## config.mk

```make
export PLATFORM = sky130hd
export DESIGN_NAME = shared_ram_arbiter
export DESIGN_NICKNAME = d
export VERILOG_FILES = /design/src/rtl/par_mem_pkg.sv /design/src/rtl/shared_ram_arbiter_rr_arb2.sv /design/src/rtl/shared_ram_arbiter.sv
export SDC_FILE = /design/constraint.sdc
export NUM_CORES = 1
export LEC_CHECK = 0
export ABC_AREA = 0
export ABC_CLOCK_PERIOD_IN_PS = 1860
export CORE_UTILIZATION = 30
export DETAILED_ROUTE_END_ITERATION = 16
export PLACE_DENSITY = 0.78
export SLEW_MARGIN = 20
export SYNTH_ARGS = -nofsm -noshare
export SYNTH_HDL_FRONTEND = slang
export SYNTH_SLANG_ARGS = --single-unit
export TNS_END_PERCENT = 100
```

## constraint.sdc

```tcl
create_clock -name clk -period 1.86 [get_ports clk]
set_clock_uncertainty 0.1 [all_clocks]
set_input_delay 0.372 -clock clk [delete_from_list [all_inputs] [get_ports clk]]
set_output_delay 0.372 -clock clk [all_outputs]
set_load 0.005 [all_outputs]
```

## src/rtl/par_mem_pkg.sv

```systemverilog
// Shared definitions for the two-core memory arbiter: default widths,
// lock-owner codes and the "last served" state encoding.
package par_mem_pkg;

    localparam int DEF_ADDR_W = 9;
    localparam int DEF_DATA_W = 32;

    typedef enum logic [1:0] {
        LOCK_NONE = 2'd0,
        LOCK_C1   = 2'd1,
        LOCK_C2   = 2'd2,
        LOCK_BAD  = 2'd3
    } lock_own_e;

    typedef enum logic [1:0] {
        S_NONE = 2'd0,
        S_C1   = 2'd1,
        S_C2   = 2'd2
    } arb_state_e;

endpackage

```

## src/rtl/shared_ram_arbiter_rr_arb2.sv

```systemverilog
// rr_arb2: two-input round-robin picker; the lock owner overrides fairness
// whenever its own request is eligible. Bit 0 is core1, bit 1 is core2.
module rr_arb2
    import par_mem_pkg::*;
(
    input  logic [1:0] elig,
    input  arb_state_e last,
    input  lock_own_e  prio,
    output logic [1:0] grant
);

    always_comb begin
        grant = 2'b00;
        if (prio == LOCK_C1 && elig[0]) begin
            grant = 2'b01;
        end else if (prio == LOCK_C2 && elig[1]) begin
            grant = 2'b10;
        end else begin
            case (elig)
                2'b01:   grant = 2'b01;
                2'b10:   grant = 2'b10;
                // After an idle cycle or a core2 grant, core1 takes the tie
                2'b11:   grant = (last == S_C1) ? 2'b10 : 2'b01;
                default: grant = 2'b00;
            endcase
        end
    end

endmodule

```

## src/rtl/shared_ram_arbiter.sv

```systemverilog
// shared_ram_arbiter: merges two core request streams onto one single-port RAM.
// Stall-cycle counters are built only when SHARED_RAM_ARB_STATS_EN is defined.
module shared_ram_arbiter
    import par_mem_pkg::*;
#(
    parameter int ADDR_W = DEF_ADDR_W,
    parameter int DATA_W = DEF_DATA_W
) (
    input  logic              clk,
    input  logic              rst,
    input  logic              req1,
    input  logic              req2,
    input  logic              wren1,
    input  logic              wren2,
    input  logic [ADDR_W-1:0] addr1,
    input  logic [ADDR_W-1:0] addr2,
    input  logic [DATA_W-1:0] wrdata1,
    input  logic [DATA_W-1:0] wrdata2,
    input  logic [1:0]        lock_own,
    output logic              stall1,
    output logic              stall2,
    output logic              rvalid1,
    output logic              rvalid2,
    output logic [DATA_W-1:0] rdata1,
    output logic [DATA_W-1:0] rdata2,
    output logic [ADDR_W-1:0] ram_addr,
    output logic [DATA_W-1:0] ram_data,
    output logic              ram_wren,
`ifdef SHARED_RAM_ARB_STATS_EN
    output logic [15:0]       stat_stall1,
    output logic [15:0]       stat_stall2,
`endif
    input  logic [DATA_W-1:0] ram_q
);

    lock_own_e         lock;
    logic [1:0]        elig;
    logic [1:0]        grant;
    arb_state_e        last_q, last_d;
    logic [1:0]        rd_owner_q, rd_owner_d;
    logic [ADDR_W-1:0] ram_addr_q, ram_addr_d;
    logic [DATA_W-1:0] ram_data_q, ram_data_d;

    assign lock = lock_own_e'(lock_own);

    // A write is blocked while the other core (or an invalid code) owns the lock
    always_comb begin
        elig[0] = rst & req1 & ~(wren1 & (lock == LOCK_C2 || lock == LOCK_BAD));
        elig[1] = rst & req2 & ~(wren2 & (lock == LOCK_C1 || lock == LOCK_BAD));
    end

    rr_arb2 u_pick (
        .elig  (elig),
        .last  (last_q),
        .prio  (lock),
        .grant (grant)
    );

    always_comb begin
        ram_addr_d = ram_addr_q;
        ram_data_d = ram_data_q;
        ram_wren   = 1'b0;
        last_d     = S_NONE;
        if (grant[0]) begin
            ram_addr_d = addr1;
            ram_data_d = wrdata1;
            ram_wren   = wren1;
            last_d     = S_C1;
        end else if (grant[1]) begin
            ram_addr_d = addr2;
            ram_data_d = wrdata2;
            ram_wren   = wren2;
            last_d     = S_C2;
        end
        rd_owner_d = grant & ~{wren2, wren1};
    end

    assign ram_addr = ram_addr_d;
    assign ram_data = ram_data_d;
    assign stall1   = rst & req1 & ~grant[0];
    assign stall2   = rst & req2 & ~grant[1];
    assign rvalid1  = rd_owner_q[0];
    assign rvalid2  = rd_owner_q[1];
    assign rdata1   = rd_owner_q[0] ? ram_q : '0;
    assign rdata2   = rd_owner_q[1] ? ram_q : '0;

`ifdef SHARED_RAM_ARB_STATS_EN
    logic [15:0] stat1_q, stat1_d;
    logic [15:0] stat2_q, stat2_d;

    always_comb begin
        stat1_d = stat1_q;
        stat2_d = stat2_q;
        if (stall1 && stat1_q != 16'hFFFF) stat1_d = stat1_q + 16'd1;
        if (stall2 && stat2_q != 16'hFFFF) stat2_d = stat2_q + 16'd1;
    end

    assign stat_stall1 = stat1_q;
    assign stat_stall2 = stat2_q;
`endif

    always_ff @(posedge clk or negedge rst) begin
        if (!rst) begin
            last_q     <= S_C2;
            rd_owner_q <= 2'b00;
            ram_addr_q <= '0;
            ram_data_q <= '0;
`ifdef SHARED_RAM_ARB_STATS_EN
            stat1_q    <= 16'd0;
            stat2_q    <= 16'd0;
`endif
        end else begin
            last_q     <= last_d;
            rd_owner_q <= rd_owner_d;
            ram_addr_q <= ram_addr_d;
            ram_data_q <= ram_data_d;
`ifdef SHARED_RAM_ARB_STATS_EN
            stat1_q    <= stat1_d;
            stat2_q    <= stat2_d;
`endif
        end
    end

endmodule

```

==> flow_summary.yaml <==
power:
  irDropWorstVdd_mv: 0.3650
  power_uw: 3263
  power.static_leakage_uw: 0.002930
  powerDensity_mw_per_mm2: 516.2
detailed_routing:
  via_per_inst: 4.688
  drt_iter0_drc: 89
  wl_per_cell_um: 17.19
  routed_wl_um: 12060
  dr.pass1.iters: 4
  drc: 0
  vias: 3291
  antenna_violating_nets_post_route: 0
status:
  status: "complete, but fails checks"
  failed_checks: "negative setup slack"
placement:
  io_buffers: 231
  place.gp.congestion: 0.8452
  hpwl_um: 8767
  placed_area_mm2: 0.005898
die:
  dieArea_mm2: 0.009742
  placementRows: 34
  coreArea_mm2: 0.008891
  die_width_um: 98.70
  fp.dieH_um: 98.70
  ios: 232
  start_util_pct: 31.55
finish:
  fin_util_pct: 71.09
  final_cell_mix: "117 x clkdlybuf4s50_1, 82 x inv_1, 64 x and2_1"
  final_area_mm2: 0.006321
  drive_gt1_share_pct: 31.48
  final_common_cell: "clkdlybuf4s50_1"
  num-nets-final: 715
  antenna_cells: 0
  fillers: 664
  area_growth_pct: 125.3
cts:
  cts.sinks: 45
  cts_buffers: 5
  clkLatencyLatePin_ns: 0.28
  clk_pin_slew_ns: 0.09
  cts_tree: "built"
  root_buffer: "clkbuf_8"
  cts_htree_levels: 2
  clk_path_buf_depth: 2
logic_synthesis:
  ys_seq_area_share_pct: 40.19
  synth_cell_types: 19
  ys_seq_elements: 45
  yosys_warnings: 0
  synth.net_count: 430
  syn_area_per_cell_um2: 9.108
  synth_area_mm2: 0.002805
  syn_inst: 308
critical_path:
  path_cells: "nor2b_2, maj3_2, o21a_4, buf_16, buf_12, a221oi_4, buf_2"
  crit_buf_inv: 3
  crit_family: "flip-flops"
  critPathLaunchType: "flip-flop"
  reg2reg_to: "ram_addr_q[1]$_DFF_PN0_"
  reg2reg_slack_ns: -0.19
  critical_path.max_fanout: 6
  critPathLaunch: "last_q[1]$_DFF_PN1_"
  crit_type: "reg2out"
  cp.depth: 7
  crit_end: "ram_data[9]"
  reg2reg_depth: 9
  cpPeakStageDelay_ns: 0.53
  end_kind: "output port"
  rr_startpoint: "last_q[1]$_DFF_PN1_"
  cp.required_ns: 1.39
  critPathSlowestCell: "dfstp_2"
  cp.arrival_ns: 2.15
timing:
  slew_viol_final: 0
  period_minus_slack_ns: 2.625
  worst_pin_slew_ns: 0.4827
  finalSetupViolCount: 71
  hold_viol: 0
  rsz0062_at_grt: "yes"
  slew_headroom_pct: 67.82
  max_freq_mhz: 380.9
  finalWorstSetupSlack_ns: -0.7655
  fin_crit_sh_pct: 141.2
  holdWs_ns: 0.08066
grt:
  grt_start_max_net_pins: 36
  grt_pass1_vias: 3713
  grt_pass1_wl_um: 18830
  grt_antenna_before_repair: 0
  track_usage_pct: 24.85
  grt_overflow: 0
min_path:
  min_path_type: "in2async"
run:
  cap_violations: 0
==> timing repair <==
action | in CTS | in global routing
gates cloned | 5 | 1
pin swaps | 8 | 7
resized for setup | 318 | 57
endpoints found under the setup margin | 146 | 116
setup buffers | 26 | 9
hold buffers | 1 | 0
hold endpoints to repair | 9 | 0
==> registers in the layout (all words and copies together) (netlist names) <==
register,cells
last_q,2
ram_data_q,32
rd_owner_q,2
ram_addr_q,9
==> logic make-up after synthesis <==
kind of cell | share of synthesized area (%)
and+or+nand+nor | 21.77
buffers and inverters | 15.39
adders and majority gates | 0.4014
AOI/OAI and AO/OA | 22.26
DFF | 40.19
==> final cells by class <==
class | instances | area, um2 | share of cell area, %
clock inverters | 1 | 7.507 | 0.1188
repair buffers | 297 | 2890 | 45.72
well taps | 108 | 135.1 | 2.138
inverters | 82 | 307.8 | 4.869
multi-input cells | 162 | 1775 | 28.09
clock buffers | 7 | 76.32 | 1.207
flip-flops and latches | 45 | 1129 | 17.85
==> worst min-delay path by stage <==
stage	startpoint	to	slack, ns	cells after the start
3_3_place_gp	rst	last_q[0]$_DFF_PN0_	0.27	2
6_report	rst	ram_data_q[2]$_DFF_PN0_	0.08	2
4_1_cts	rst	ram_data_q[2]$_DFF_PN0_	0.1	2
5_1_grt	rst	ram_data_q[3]$_DFF_PN0_	0.11	2
3_5_place_dp	rst	ram_data_q[0]$_DFF_PN0_	0.27	2
2_1_floorplan	rst	last_q[0]$_DFF_PN0_	-0.02	0
==> power breakdown <==
part           internal, uW  switching [uW]
logic                   854             625
clock network           267             339
registers              1130            48.2
total                  2250            1010
==> routing by layer <==
metal / routed length, um / GRT usage (%) / vias up
met5: 0 / 0 / -
met4: 493 / 10.79 / 0
met3: 617 / 3.759 / 28
met2: 6778 / 50.60 / 147
met1: 4174 / 24.53 / 1567
li1: - / - / 1549
==> Yosys cell counts <==
cell type	number	share of area, %
buf_4	4	1.1
a221o_1	1	0.36
a22o_1	1	0.31
nor2b_1	3	0.67
or2_1	1	0.22
a221oi_2	36	19
o21a_1	1	0.27
dfstp_2	1	0.94
inv_1	82	11
maj3_2	1	0.40
dfrtp_1	44	39
buf_6	5	2.0
o22ai_1	1	0.22
clkbuf_1	10	1.3
nand2_1	2	0.27
nor2_1	44	5.9
and2_1	66	15
a221oi_1	4	1.2
a21oi_4	1	0.58
==> per-stage QoR <==
stage               instances  TNS (ns)  setup slack (ns)
global route              702    -36.74           -0.8294
CTS                       694    -34.22           -0.8192
detailed placement        654    -71.72            -1.273
floorplan                 308    -7.087           -0.1770
global placement          654    -66.65            -1.117
finish                    702    -32.57           -0.7655
No activity file was read; power rests on OpenSTA's default activity.
